`config.mk`:
```
export PLATFORM = sky130hd
export DESIGN_NAME = mem_access_ctrl
export DESIGN_NICKNAME = d
export VERILOG_FILES = /design/src/rtl/mem_access_ctrl_pkg.sv /design/src/rtl/mem_access_ctrl.sv
export SDC_FILE = /design/constraint.sdc
export NUM_CORES = 1
export LEC_CHECK = 0
export CAP_MARGIN = 20
export CORE_MARGIN = 5
export CORE_UTILIZATION = 41
export CTS_CLUSTER_SIZE = 24
export DETAILED_ROUTE_END_ITERATION = 16
export GPL_ROUTABILITY_DRIVEN = 1
export GPL_TIMING_DRIVEN = 0
export PLACE_DENSITY = 0.79
export SLEW_MARGIN = 20
export SYNTH_ARGS = -nofsm -noshare
export SYNTH_HDL_FRONTEND = slang
export SYNTH_SLANG_ARGS = --single-unit
```
`constraint.sdc`:
```
create_clock -name clk -period 3.3 [get_ports clk]
set_input_delay 0.99 -clock clk [delete_from_list [all_inputs] [get_ports clk]]
set_output_delay 0.99 -clock clk [all_outputs]
set_load 0.01 [all_outputs]
```
`src/rtl/mem_access_ctrl_pkg.sv`:
```
// Shared encodings for the RAM1 access initiator: FSM states, grant IDs, bus widths.
`timescale 1ns/1ps
package mem_access_ctrl_pkg;

  localparam int RAM_AW = 18;
  localparam int WORD_W = 16;

  typedef enum logic [1:0] {
    IDLE   = 2'd0,
    ACCESS = 2'd1,
    RESP   = 2'd2
  } state_t;

  localparam logic GRANT_IF  = 1'b0;
  localparam logic GRANT_MEM = 1'b1;

endpackage

```
`src/rtl/mem_access_ctrl.sv`:
```
// Arbitrates IF and MEM requests onto the single RAM1 port, sequencing each access
// as IDLE -> ACCESS (held WAIT_CYCLES extra) -> RESP with a registered done pulse.
`timescale 1ns/1ps
module mem_access_ctrl
  import mem_access_ctrl_pkg::*;
#(
  parameter int         WAIT_CYCLES = 0,
  parameter logic [1:0] ADDR_HI     = 2'b00
) (
  input  logic              clk,
  input  logic              rst,
  input  logic              if_req,
  input  logic [WORD_W-1:0] if_addr,
  output logic [WORD_W-1:0] if_rdata,
  output logic              if_done,
  output logic              if_stall,
  input  logic              mem_req,
  input  logic              mem_we,
  input  logic [WORD_W-1:0] mem_addr,
  input  logic [WORD_W-1:0] mem_wdata,
  output logic [WORD_W-1:0] mem_rdata,
  output logic              mem_done,
  output logic              mem_stall,
  output logic [RAM_AW-1:0] ram_addr,
  output logic [WORD_W-1:0] ram_wdata,
  output logic              ram_we,
  input  logic [WORD_W-1:0] ram_rdata,
  output logic              busy
);

  localparam logic [2:0] WAIT_INIT = 3'(WAIT_CYCLES);

  state_t     state, state_next;
  logic [2:0] wait_cnt;
  // last_grant also identifies the owner of the access currently in flight
  logic       last_grant;
  logic       grant_next;
  logic       any_req;

  assign any_req   = if_req | mem_req;
  assign busy      = (state != IDLE);
  assign if_stall  = if_req & ~if_done;
  assign mem_stall = mem_req & ~mem_done;

  // MEM wins a tie unless it won the previous grant, so neither side starves
  always_comb begin
    grant_next = GRANT_IF;
    if (mem_req && (!if_req || last_grant == GRANT_IF)) grant_next = GRANT_MEM;
  end

  always_ff @(posedge clk or posedge rst) begin
    if (rst) state <= IDLE;
    else     state <= state_next;
  end

  always_comb begin
    state_next = state;
    case (state)
      IDLE:    if (any_req) state_next = ACCESS;
      ACCESS:  if (wait_cnt == 3'd0) state_next = RESP;
      RESP:    state_next = IDLE;
      default: state_next = IDLE;
    endcase
  end

  always_ff @(posedge clk or posedge rst) begin
    if (rst) begin
      wait_cnt   <= 3'd0;
      last_grant <= GRANT_IF;
      ram_addr   <= '0;
      ram_wdata  <= '0;
      ram_we     <= 1'b0;
      if_rdata   <= '0;
      mem_rdata  <= '0;
      if_done    <= 1'b0;
      mem_done   <= 1'b0;
    end else begin
      if_done  <= 1'b0;
      mem_done <= 1'b0;
      case (state)
        IDLE: begin
          if (any_req) begin
            last_grant <= grant_next;
            wait_cnt   <= WAIT_INIT;
            if (grant_next == GRANT_MEM) begin
              ram_addr  <= {ADDR_HI, mem_addr};
              ram_wdata <= mem_wdata;
              ram_we    <= mem_we;
            end else begin
              ram_addr <= {ADDR_HI, if_addr};
              ram_we   <= 1'b0;
            end
          end
        end
        ACCESS: begin
          if (wait_cnt != 3'd0) begin
            wait_cnt <= wait_cnt - 3'd1;
          end else begin
            ram_we <= 1'b0;
            if (last_grant == GRANT_MEM) begin
              mem_done <= 1'b1;
              if (!ram_we) mem_rdata <= ram_rdata;
            end else begin
              if_done  <= 1'b1;
              if_rdata <= ram_rdata;
            end
          end
        end
        default: ;
      endcase
    end
  end

endmodule

```
==> flow_metrics.env <==
export IMPL_status="finished clean"
export IMPL_synth_top_area_share_pct=60.1
export IMPL_grt_antenna_before_repair=0
export IMPL_gr_usage_all_layers_pct=17.5
export IMPL_cp_max_fo=10
export IMPL_coreArea_sq_um=7250
export IMPL_ff2ff_path_depth=6
export IMPL_multi_input_comb_area_sq_um=1110
export IMPL_power_density_nw_per_um2=976
export IMPL_end_kind="primary output"
export IMPL_worstHoldStart="wait_cnt[0]"
export IMPL_critPathSlowestCell="clkdlybuf4s50_1"
export IMPL_cts_tree="done"
export IMPL_yosysWarningCount=0
export IMPL_cts_resized=0
export IMPL_setup_viol=0
export IMPL_fin_util_pct=66.2
export IMPL_finalCritPeriodShare_pct=97.2
export IMPL_cts_setup_buffers=0
export IMPL_skew_ns=0.00890
export IMPL_worst_setup_path_type="reg -> out"
export IMPL_drive_above_1_share_pct=21.6
export IMPL_dieArea_sq_um=9240
export IMPL_cts_buffers=9
export IMPL_fin_crit_ns=3.21
export IMPL_syn_avg_cell_area_sq_um=14.1
export IMPL_whs_endpoint="wait_cnt[0]"
export IMPL_gp_congestion=0.845
export IMPL_antenna_left=0
export IMPL_min_path_type="reg -> reg"
export IMPL_postCtsHoldBufs=0
export IMPL_drv_cap=0
export IMPL_fmax_ghz=0.312
export IMPL_synthesis_area_sq_um=3040
export IMPL_first_pass_iters=4
export IMPL_via_per_inst=4.87
export IMPL_rsz0062_at_grt="no"
export IMPL_fillers=548
export IMPL_total_power_uw=4680
export IMPL_area_growth_pct=57.8
export IMPL_path_cells="nor2_1, inv_1, buf_2, buf_1, clkdlybuf4s50_1"
export IMPL_synthCells=215
export IMPL_slew_viol_final=0
export IMPL_grt_pass1_vias=2607
export IMPL_seqCellArea_sq_um=1830
export IMPL_hold_viol_final=0
export IMPL_path_buf_inv=4
export IMPL_ys_top_cells_by_area="dfrtp_1 (60%), mux2_2 (14%), mux2_4 (4.9%)"
export IMPL_clkTransAtPathRegs_ns=0.07
export IMPL_pin_count=141
export IMPL_grt_pass1_wl_um=12400
export IMPL_ctsRootBufferMaster="clkbuf_8"
export IMPL_dpl_hpwl_um=5950
export IMPL_arrival_ns=2.22
export IMPL_min_delay_path_depth=1
export IMPL_dr_total_vias=2288
export IMPL_clk_latency_ns=0.34
export IMPL_seq_area_frac_synth_pct=60.1
export IMPL_yosysUniqueCellTypes=33
export IMPL_portBuffers=138
export IMPL_die_y_um=96.1
export IMPL_drt_iter0_drc=38
export IMPL_reg2reg_from="wait_cnt[0]"
export IMPL_worst_endpoint_required_ns=2.31
export IMPL_routed_wirelength_um=7890
export IMPL_ys_ff_latch=73
export IMPL_synth_top_area_cell="dfrtp_1"
export IMPL_cts_buffer_depth=2
export IMPL_max_vdd_ir_drop_uv=543
export IMPL_r2r_end="if_rdata[2]"
export IMPL_wl_per_cell_um=16.8
export IMPL_start_kind="flop"
export IMPL_critPathMaxStageDelay_ns=0.63
export IMPL_cts_sinks=73
export IMPL_cp_top_family="buffers and inverters"
export IMPL_n_antenna_cell=0
export IMPL_overflow=0
export IMPL_die_w_um=96.1
export IMPL_drc_errors=0
export IMPL_rows=31
export IMPL_worst_slew_pin_slew_ns=0.724
export IMPL_htreeDepth=3
export IMPL_final_nets=437
export IMPL_initial_core_util_pct=41.9
export IMPL_grt_max_degree=46
export IMPL_r2r_slack_ns=1.18
export IMPL_relSlewSlack_pct=51.6
export IMPL_power_leakage_uw=0.00203
[cell usage after synthesis (all sizes together)]
master    n
a211oi   16
conb      1
o211ai    1
or3       1
nand4bb   1
o2bb2ai   1
nor2b     2
a21boi    1
nor2      5
buf       9
clkbuf    3
nand3     1
inv       6
mux2i     1
nand3b    1
ha        2
mux2     48
a21bo     1
a2bb2oi  16
nand2b    1
dfrtp    73
and2b     1
o31ai     1
o22ai     1
nand2    19
o21ai     2
[placed cells by master, fill, tap and decap left out, drive strengths merged]
cell type	n
nor2	5
nand3	1
o21ai	2
clkinvlp	1
buf	10
conb	2
nand3b	1
clkinv	4
and2b	1
bufinv	2
clkbuf	12
or3	1
o31ai	1
a211oi	16
a21boi	1
ha	2
mux2	48
clkdlybuf4s50	138
nand2b	1
nand2	19
nand4bb	1
o22ai	1
inv	6
dfrtp	73
nor2b	2
o2bb2ai	1
a2bb2oi	16
o211ai	1
mux2i	1
a21bo	1
[worst max path at each step]
stage	to	depth (start not counted)	start
detailed placement	if_stall	3	if_req
finish	busy	5	state[0]
floorplan	if_done	1	rst
global route	busy	5	state[0]
global placement	ram_addr[12]	2	rst
CTS	if_stall	3	if_req
[area by class of cell]
cell class | instances | area share, %
Tap cell | 99 | 2.58
Multi-Input combinational cell | 125 | 23.2
Clock buffer | 9 | 2.58
Sequential cell | 73 | 38.1
Clock inverter | 7 | 1.98
Inverter | 6 | 0.522
Timing Repair Buffer | 139 | 29.4
Buffer | 12 | 1.69
[logic make-up after synthesis]
kind of cell             after synthesis  synth area share [%]
AO/OA/AOI/OAI                         40                  10.6
adder cells (fa/ha/maj)                2                 0.823
buffers and inverters                 18                  3.42
flip-flops                            73                  60.1
multiplexers                          49                  19.3
other                                  1                 0.123
AND/OR/NAND/NOR                       32                  5.64
[layer usage]
layer	vias up	track usage (%)	share of wire (%)
li1	1069	-	-
met1	1123	21.6	41
met2	83	28.1	50
met5	-	0	0
met4	0	7.23	2.1
met3	13	5.71	7.4
[registers in the layout, summed over array words and instances, names as in the netlist]
name        flops
last_grant      1
ram_we          1
ram_wdata      16
ram_addr       16
wait_cnt        3
state           2
mem_done        1
if_rdata       16
if_done         1
mem_rdata      16
[through the flow]
step / instance area, sq um / setup TNS, ns / worst slack, ns / hold slack, ns / instances
floorplan: 3040 / 0 / 0.457 / 0.451 / 216
global placement: 4550 / -53.42 / -0.737 / 0.459 / 453
detailed placement: 4580 / 0 / 0.0893 / 0.491 / 454
CTS: 4800 / 0 / 0.0892 / 0.506 / 470
global route: 4800 / 0 / 0.0149 / 0.528 / 470
finish: 4800 / 0 / 0.0924 / 0.502 / 470
[report_power, final]
part	internal [uW]	switching [uW]	leakage (uW)
registers	1350	251	0.000859
logic	1420	902	0.00107
clock network	425	334	0.000109
(Power assumes the default switching activity.)
